[config.mk]
export PLATFORM = sky130hd
export DESIGN_NAME = div_request_sequencer
export DESIGN_NICKNAME = d
export VERILOG_FILES = /design/src/rtl/div_pkg.sv /design/src/rtl/go_debounce.sv /design/src/rtl/div_request_sequencer.sv
export SDC_FILE = /design/constraint.sdc
export NUM_CORES = 1
export LEC_CHECK = 0
export CAP_MARGIN = 15
export CORE_MARGIN = 8
export CORE_UTILIZATION = 50
export DETAILED_ROUTE_END_ITERATION = 7
export GPL_TIMING_DRIVEN = 0
export HOLD_SLACK_MARGIN = 0.03
export PLACE_DENSITY = 0.82
export SYNTH_ARGS = -nofsm -noshare
export SYNTH_HDL_FRONTEND = slang
export SYNTH_SLANG_ARGS = --single-unit
[constraint.sdc]
create_clock -name clk -period 4.6 [get_ports clk]
set_clock_uncertainty 0.2 [all_clocks]
set_input_delay 0.46 -clock clk [delete_from_list [all_inputs] [get_ports clk]]
set_output_delay 0.46 -clock clk [all_outputs]
set_load 0.01 [all_outputs]
[src/rtl/div_pkg.sv]
// Shared definitions for the divider request sequencer: state encoding, operand
// width default and the {remainder, quotient} field layout.
package div_pkg;

    localparam int DATA_W_DEFAULT = 4;

    // {remainder, quotient} layout of div_result and result_out
    localparam int QUOT_LSB = 0;
    localparam int REM_LSB  = DATA_W_DEFAULT;

    localparam logic [2*DATA_W_DEFAULT-1:0] DIV0_RESULT = '1;

    typedef enum logic [2:0] {
        S_IDLE     = 3'd0,
        S_DEBOUNCE = 3'd1,
        S_CHECK    = 3'd2,
        S_START    = 3'd3,
        S_WAIT     = 3'd4,
        S_RELEASE  = 3'd5
    } state_t;

    function automatic int max_int(input int a, input int b);
        return (a > b) ? a : b;
    endfunction

endpackage

[src/rtl/go_debounce.sv]
// Counts consecutive high samples of go_raw while armed and flags the sample that
// completes a valid press.
module go_debounce
    import div_pkg::*;
#(
    parameter int DEBOUNCE_CYCLES = 16,
    parameter int CNT_W           = 6
) (
    input  logic clk,
    input  logic resetn,
    input  logic go_raw,
    input  logic arm,
    output logic accept
);

    localparam logic [CNT_W-1:0] DEB_LAST = CNT_W'(DEBOUNCE_CYCLES - 1);

    logic [CNT_W-1:0] deb_cnt;

    // A low sample or leaving the armed states restarts the count from zero.
    always_ff @(posedge clk) begin
        if (!resetn) begin
            deb_cnt <= '0;
        end else if (!arm || !go_raw || (deb_cnt == DEB_LAST)) begin
            deb_cnt <= '0;
        end else begin
            deb_cnt <= deb_cnt + 1'b1;
        end
    end

    assign accept = arm && go_raw && (deb_cnt == DEB_LAST);

endmodule

[src/rtl/div_request_sequencer.sv]
// Front end for the 4-bit restoring divider: debounced request, operand freeze,
// divide-by-zero screen, start pulse, timeout supervision and result capture.
//
//   state      | meaning
//   S_IDLE     | waiting for go_raw; flags and result hold
//   S_DEBOUNCE | counting consecutive high go_raw samples
//   S_CHECK    | flags cleared; divisor screened for zero
//   S_START    | div_start high for this one cycle
//   S_WAIT     | waiting for div_done, bounded by the timeout counter
//   S_RELEASE  | waiting for go_raw to drop before re-arming
module div_request_sequencer
    import div_pkg::*;
#(
    parameter int DATA_W          = DATA_W_DEFAULT,
    parameter int DEBOUNCE_CYCLES = 16,
    parameter int TIMEOUT_CYCLES  = 32
) (
    input  logic                clk,
    input  logic                resetn,
    input  logic                go_raw,
    input  logic [2*DATA_W-1:0] operands_in,
    input  logic                div_done,
    input  logic [2*DATA_W-1:0] div_result,
    output logic                div_start,
    output logic [2*DATA_W-1:0] div_operands,
    output logic [2*DATA_W-1:0] result_out,
    output logic                result_valid,
    output logic                busy,
    output logic                div_by_zero,
    output logic                timeout_err
);

    localparam int CNT_W = $clog2(max_int(DEBOUNCE_CYCLES, TIMEOUT_CYCLES)) + 1;
    localparam logic [CNT_W-1:0] TO_LAST = CNT_W'(TIMEOUT_CYCLES - 1);

    state_t              state_q, state_d;
    logic [CNT_W-1:0]    to_cnt, to_cnt_d;
    logic [2*DATA_W-1:0] operands_d, result_d;
    logic                valid_d, div0_d, timeout_d;
    logic                deb_arm, deb_accept;

    assign deb_arm = (state_q == S_IDLE) || (state_q == S_DEBOUNCE);

    go_debounce #(
        .DEBOUNCE_CYCLES(DEBOUNCE_CYCLES),
        .CNT_W          (CNT_W)
    ) u_go_debounce (
        .clk   (clk),
        .resetn(resetn),
        .go_raw(go_raw),
        .arm   (deb_arm),
        .accept(deb_accept)
    );

    always_ff @(posedge clk) begin
        if (!resetn) begin
            state_q <= S_IDLE;
        end else begin
            state_q <= state_d;
        end
    end

    always_comb begin
        state_d    = state_q;
        to_cnt_d   = to_cnt;
        operands_d = div_operands;
        result_d   = result_out;
        valid_d    = result_valid;
        div0_d     = div_by_zero;
        timeout_d  = timeout_err;

        case (state_q)
            S_IDLE: begin
                if (go_raw) begin
                    state_d = S_DEBOUNCE;
                end
            end
            S_DEBOUNCE: begin
                if (!go_raw) begin
                    state_d = S_IDLE;
                end else if (deb_accept) begin
                    operands_d = operands_in;
                    state_d    = S_CHECK;
                end
            end
            S_CHECK: begin
                valid_d   = 1'b0;
                div0_d    = 1'b0;
                timeout_d = 1'b0;
                if (div_operands[DATA_W-1:0] == '0) begin
                    result_d = '1;
                    div0_d   = 1'b1;
                    valid_d  = 1'b1;
                    state_d  = S_RELEASE;
                end else begin
                    state_d = S_START;
                end
            end
            S_START: begin
                to_cnt_d = '0;
                state_d  = S_WAIT;
            end
            S_WAIT: begin
                // Completion on the terminal count still counts as success.
                if (div_done) begin
                    result_d = div_result;
                    valid_d  = 1'b1;
                    state_d  = S_RELEASE;
                end else if (to_cnt == TO_LAST) begin
                    timeout_d = 1'b1;
                    state_d   = S_RELEASE;
                end else begin
                    to_cnt_d = to_cnt + 1'b1;
                end
            end
            S_RELEASE: begin
                if (!go_raw) begin
                    state_d = S_IDLE;
                end
            end
            default: begin
                state_d = S_IDLE;
            end
        endcase
    end

    always_ff @(posedge clk) begin
        if (!resetn) begin
            to_cnt       <= '0;
            div_operands <= '0;
            result_out   <= '0;
            result_valid <= 1'b0;
            div_by_zero  <= 1'b0;
            timeout_err  <= 1'b0;
            div_start    <= 1'b0;
            busy         <= 1'b0;
        end else begin
            to_cnt       <= to_cnt_d;
            div_operands <= operands_d;
            result_out   <= result_d;
            result_valid <= valid_d;
            div_by_zero  <= div0_d;
            timeout_err  <= timeout_d;
            div_start    <= (state_d == S_START);
            busy         <= (state_d != S_IDLE);
        end
    end

endmodule

==> metrics.csv, run 1 <==
metric,value,unit
status,"complete, no violations",
placed inst area,0.00198,mm^2
die area,0.00514,mm^2
first-pass iteration count of the detailed router,4,
Hold Path Stages,1,
clock root cell,clkbuf_4,
combinational power share,0.060,
register area share after synthesis,0.464,
Setup Viol. Count Final,0,
Synth Area per Inst,9.83,um^2
worst hold path type,reg -> reg,
initial antenna violation count,0,
Top Family by Delay on Critical Path,buffers and inverters,
post-synth cell types,45,
grt total ovfl,0,
Diodes inserted,0,
startpoint types,flop,
peak supply drop,182,uV
Ys Warns,0,
cell taking the most area after synthesis,dfxtp_1,
Clock Power Share,0.307,
DP HPWL,2.89,mm
row cnt,20,
number of synthesized flops with an enable pin,0,
Reg2Reg Setup Slack,2.69,ns
largest net degree at the start of global routing,11,
Hold Crit Endpoint,u_go_debounce.deb_cnt[0]$_SDFF_PP0_,
Initial Util,0.517,
period utilization,0.424,
worst path bufs/invs,1,
clk_lat worst skew,0.34,ns
crit-path cells,clkdlybuf4s50_1,
layout cells sized above 1,0.132,
RD Place Congestion,0.838,
via/cell ratio,5.77,
core box area,0.00300,mm^2
# port buffers,39,
CP Max Fanout,3,
Int Power,387,uW
R2R Path Start,u_go_debounce.deb_cnt[0]$_SDFF_PP0_,
Final Core Density,0.676,
Crit Path Category,reg -> out,
# Max-Cap Violations,0,
Worst Path Required,3.94,ns
Crit. End Element,output pin,
Reg power frac,0.633,
P_leak,0.767,nW
Psw,111,uW
final hold violations,0,
antenna-violating nets left,0,
#FFs+latches synth,36,
vias,1367,
CTS HTree Levels,2,
"slowest stage cell, crit path",clkdlybuf4s50_1,
Cells after Synth,158,
post-route cell area,0.00203,mm^2
post-cts gate resize count,0,
Slew HR,0.699,
vias in the first global route,1347,
first-pass GRT wire length,6.38,mm
CP max stage delay,0.57,ns
Clock Sinks,36,
Clock transition at path regs,0.10,ns
"top cells by area, synth","dfxtp_1 46%, mux2i_1 5.8%, o221a_2 5.8%",
sw frac,0.222,
final WL,3.73,mm
RSZ-0062 raised after global routing,false,
Total Nets Final,226,
Post-CTS Setup Bufs,0,
Max Clock Freq,513,MHz
CTS tree,built,
worst hold slack,0.262,ns
Yosys top cell area share,0.464,
Arrival @ worst endpoint,1.29,ns
Die Ht,71.7,um
Synth-to-Final Area Change,30.8,%
R2R cell count,7,
PD cells,245,mW/mm^2
most frequent cells in the layout,"39 x clkdlybuf4s50_1, 36 x dfxtp_1, 21 x nor2_1",
IO Pins,41,
TritonCTS Buffers,5,
"Async S/R FF share, synth",0,
number of remaining DRC errors,0,
"commonest non-fill, non-tap cell in the layout",clkdlybuf4s50_1,
slew at the pin with the worst max-slew slack,0.448,ns
Mapped Nets,180,
Slew Limit Fails,0,
r2r endpoint,state_q[1]$_SDFF_PN0_,
Main synth FF type,dfxtp_1,
Avg WL per Cell,15.8,um
Detailed Route Iter0 Violations,55,
Setup TNS,0,ns
min-delay src,u_go_debounce.deb_cnt[0]$_SDFF_PP0_,
netlist area before placement,0.00155,mm^2
hold_buf cts,0,
clock period minus worst slack,1.95,ns
GRT Resource Usage Total,0.153,
Max Buffers Root-to-Sink,2,
Die X,71.7,um
worst max path at each step:
stage                             end  slack (ns)                                start  cells after the start
5_1_grt        to_cnt[5]$_SDFFE_PN0P_        2.58                             div_done                      5
2_1_floorplan   state_q[1]$_SDFF_PN0_        2.88  u_go_debounce.deb_cnt[0]$_SDFF_PP0_                      7
3_5_place_dp   to_cnt[4]$_SDFFE_PN0P_        2.36                             div_done                      5
6_report              div_operands[1]        2.65         div_operands[1]$_SDFFE_PN0P_                      1
3_3_place_gp   to_cnt[5]$_SDFFE_PN0P_        2.38                             div_done                      5
4_1_cts               div_operands[1]        2.61         div_operands[1]$_SDFFE_PN0P_                      1
through the flow:
| stage | power, mW | setup slack (ns) | std cells |
|---|---|---|---|
| after floorplan | 0.331 | 2.88 | 158 |
| after global placement | 0.351 | 2.38 | 230 |
| after detailed placement | 0.352 | 2.36 | 230 |
| after CTS | 0.505 | 2.61 | 237 |
| after global routing | 0.520 | 2.58 | 237 |
| final | 0.498 | 2.65 | 237 |
state kept, by name (all words and copies together), names as in the netlist:
name	flops
div_operands	8
result_out	8
to_cnt	6
u_go_debounce.deb_cnt	6
state_q	3
busy	1
div_by_zero	1
div_start	1
result_valid	1
timeout_err	1
routing by layer:
metal | GRT usage | part of all wire | routed length, um
met1 | 0.172 | 0.43 | 1620
met2 | 0.244 | 0.46 | 1700
met3 | 0.0697 | 0.093 | 348
met4 | 0.0612 | 0.017 | 64
met5 | 0 | 0 | 0
logic make-up after synthesis:
kind of cell    share of synthesized area
flops                               0.464
xor+xnor                           0.0226
buf+inv                            0.0395
fa+ha+maj                          0.0161
compound gates                      0.197
simple gates                        0.202
mux                                0.0580
cell usage after synthesis, types with 2 or more instances:
cell,n
o31a_1,2
mux2i_1,9
o21ai_0,4
o21a_1,3
nor2b_1,2
a2111o_1,3
dfxtp_1,36
a21oi_1,5
clkbuf_1,5
nand3_1,11
nand2b_1,2
nand3b_1,3
nand2_1,6
o21ai_1,2
inv_1,4
nor2_1,21
ha_1,2
nor3_1,2
o221a_2,8
xnor2_1,3
power groups by stage:
stage                     clock network (mW)  logic, mW  registers, mW
after floorplan                            0    0.00953          0.322
after global placement                     0     0.0287          0.322
after detailed placement                   0     0.0300          0.322
after CTS                              0.160     0.0301          0.315
after global routing                   0.172     0.0327          0.315
final                                  0.153     0.0299          0.315
area by class of cell:
cell class                      instances  area [um^2]
Inverter                                4         15.0
Clock inverter                          1         5.00
Tap cell                               33         41.3
Fill cell                             253          972
Sequential cell                        36          721
Buffer                                  9         46.3
Timing Repair Buffer                   39          390
Clock buffer                            6         41.3
Multi-Input combinational cell        109          771
(Power assumes the default switching activity.)
==> inputs of run 2 (changes only) <==
--- a/config.mk
+++ b/config.mk
@@ -7,11 +7,11 @@
 export LEC_CHECK = 0
 export CAP_MARGIN = 15
 export CORE_MARGIN = 8
-export CORE_UTILIZATION = 50
+export CORE_UTILIZATION = 47
 export DETAILED_ROUTE_END_ITERATION = 7
 export GPL_TIMING_DRIVEN = 0
 export HOLD_SLACK_MARGIN = 0.03
-export PLACE_DENSITY = 0.82
+export PLACE_DENSITY = 0.78
 export SYNTH_ARGS = -nofsm -noshare
 export SYNTH_HDL_FRONTEND = slang
 export SYNTH_SLANG_ARGS = --single-unit
==> constraint.sdc (replaced) <==
create_clock -name clk -period 1.88 [get_ports clk]
set_clock_uncertainty 0.2 [all_clocks]
set_input_delay 0.188 -clock clk [delete_from_list [all_inputs] [get_ports clk]]
set_output_delay 0.188 -clock clk [all_outputs]
set_load 0.01 [all_outputs]
==> run 2 against run 1 <==
Net effect: the flow now finishes with violations (setup timing); sequential share of layout area down 0.88 points; cell count is 5.5% higher; critical path depth rose by 4; non-clock buffer count is 1 lower; critical path type is now reg -> reg.
==> metrics.csv, run 2 (synthesized netlist as in run 1, its figures left out) <==
metric,value,unit,change
Synth-to-Final Area Change,34.8,%,
first-pass iteration count of the detailed router,5,,+1
Psw,270,uW,+140%
worst hold path type,in -> reg,,
Setup Viol. Count Final,1,,+1
worst path bufs/invs,1,,unchanged
combinational power share,0.059,,about the same
post-route cell area,0.00209,mm^2,+3.1%
Reg power frac,0.609,,-0.024
vias,1344,,-1.7%
core box area,0.00326,mm^2,+8.5%
via/cell ratio,5.38,,-6.8%
Clock Power Share,0.332,,+0.025
Final Core Density,0.642,,-0.0338
Largest regs,"div_operands x8, result_out x8",,
Top Family by Delay on Critical Path,compound AO/OA/AOI/OAI gates,,
Worst Path Required,1.94,ns,-2.00 ns
GRT Resource Usage Total,0.152,,-0.000476
clock period minus worst slack,1.88,ns,
Total Nets Final,225,,-0.44%
period utilization,1.00,,
CTS tree,built,,
Clock transition at path regs,0.10,ns,about the same
crit-path cells,buf_6 > nor4b_4 > o21ai_4 > a2111o_1 > o21ai_1,,
Die X,73.5,um,+2.4%
grt total ovfl,0,,unchanged
clock root cell,clkbuf_4,,
Max Clock Freq,531,MHz,
Slew HR,0.711,,+0.0119
first-pass GRT wire length,6.40,mm,+0.22%
failing checks,setup timing,,
RD Place Congestion,0.827,,-1.3%
TritonCTS Buffers,5,,unchanged
Max Buffers Root-to-Sink,2,,unchanged
vias in the first global route,1380,,+2.4%
IO Pins,41,,unchanged
final WL,3.88,mm,+3.9%
Clock Sinks,36,,unchanged
Avg WL per Cell,15.5,um,-1.5%
hold_buf cts,0,,unchanged
status,finished with violations,,
placed inst area,0.00200,mm^2,+0.82%
Detailed Route Iter0 Violations,47,,-15%
layout cells sized above 1,0.162,,+0.0294
antenna-violating nets left,0,,unchanged
CP Max Fanout,10,,+7
"slowest stage cell, crit path",a2111o_1,,
DP HPWL,2.90,mm,+0.44%
Initial Util,0.477,,-0.0405
initial antenna violation count,0,,unchanged
Crit Path Category,reg -> reg,,
clk_lat worst skew,0.33,ns,about the same
CTS HTree Levels,2,,unchanged
peak supply drop,535,uV,+190%
slew at the pin with the worst max-slew slack,0.434,ns,-0.0142 ns
die area,0.00540,mm^2,+4.9%
PD cells,604,mW/mm^2,+150%
# port buffers,39,,unchanged
CP max stage delay,0.47,ns,-0.10 ns
Slew Limit Fails,0,,unchanged
largest net degree at the start of global routing,11,,unchanged
Diodes inserted,0,,unchanged
"commonest non-fill, non-tap cell in the layout",clkdlybuf4s50_1,,
pre-CTS setup slack,-0.155,ns,-2.52 ns
setup ws final,-0.00379,ns,-2.65 ns
Int Power,994,uW,+160%
Arrival @ worst endpoint,1.94,ns,+0.65 ns
# Max-Cap Violations,0,,unchanged
Crit. End Element,flop,,
Die Ht,73.5,um,+2.4%
number of remaining DRC errors,0,,unchanged
startpoint types,flop,,
row cnt,21,,+5.0%
sw frac,0.214,,-0.00850
most frequent cells in the layout,"39 x clkdlybuf4s50_1, 33 x dfxtp_1, 21 x nor2_1",,
P_leak,0.773,nW,+0.81%
final hold violations,0,,unchanged
-- run 2: changes by cell type in the layout (fill, tap and decap cells not counted), sizes merged --
cell	before	now
clkbuf	11	12
clkinv	1	0
-- run 2: worst paths after layout --
check / cells after the start / slack [ns] / startpoint / end
setup reg to reg: 5 / -0.004 / state_q[1]$_SDFF_PN0_ / to_cnt[3]$_SDFFE_PN0P_
hold reg to reg: 1 / 0.26 / u_go_debounce.deb_cnt[0]$_SDFF_PP0_ / u_go_debounce.deb_cnt[0]$_SDFF_PP0_
setup / recovery: 5 / -0.004 / state_q[1]$_SDFF_PN0_ / to_cnt[3]$_SDFFE_PN0P_
hold / removal: 3 / 0.09 / resetn / to_cnt[4]$_SDFFE_PN0P_
-- run 2: timing repair --
item                                    CTS  global route
endpoints found under the setup margin    1            24
setup buffers                             0             0
gates resized for setup                   1             9
-- run 2: stage by stage --
stage / setup TNS (ns) / power, mW / instances / hold slack (ns)
finish: -0.00379 / 1.26 / 250 / 0.0908
global route: -0.0674 / 1.31 / 250 / 0.0838
CTS: 0 / 1.28 / 251 / 0.0596
detailed placement: -0.532 / 0.861 / 243 / 0.244
global placement: -0.189 / 0.859 / 243 / 0.223
floorplan: 0 / 0.811 / 158 / 0.132
-- run 2: power groups by stage --
stage / Sequential, mW / Clock (mW) / Combinational, mW
global placement: 0.788 / 0 / 0.0709
CTS: 0.770 / 0.438 / 0.0735
finish: 0.770 / 0.420 / 0.0741
global route: 0.771 / 0.461 / 0.0799
detailed placement: 0.788 / 0 / 0.0730
floorplan: 0.788 / 0 / 0.0233
-- run 2: final cells by class --
class	instances	area, um^2
clock buffers	8	58.8
multi-input cells	109	798
flip-flops and latches	36	724
fillers	291	1160
inverters	4	15.0
repair buffers	39	390
well taps	46	57.6
plain buffers	8	48.8
-- run 2: per-layer routing --
layer / share of wire / up-vias / track usage
met5: 0 / - / 0
met4: 0.014 / 0 / 0.0687
met3: 0.096 / 6 / 0.0764
met2: 0.48 / 52 / 0.255
met1: 0.41 / 617 / 0.155
li1: - / 669 / -
-- run 2: worst register-to-register path: stages, from the launching register on --
cell	delay [ns]
dfxtp_1	0.32
buf_6	0.13
nor4b_4	0.40
o21ai_4	0.18
a2111o_1	0.47
o21ai_1	0.12
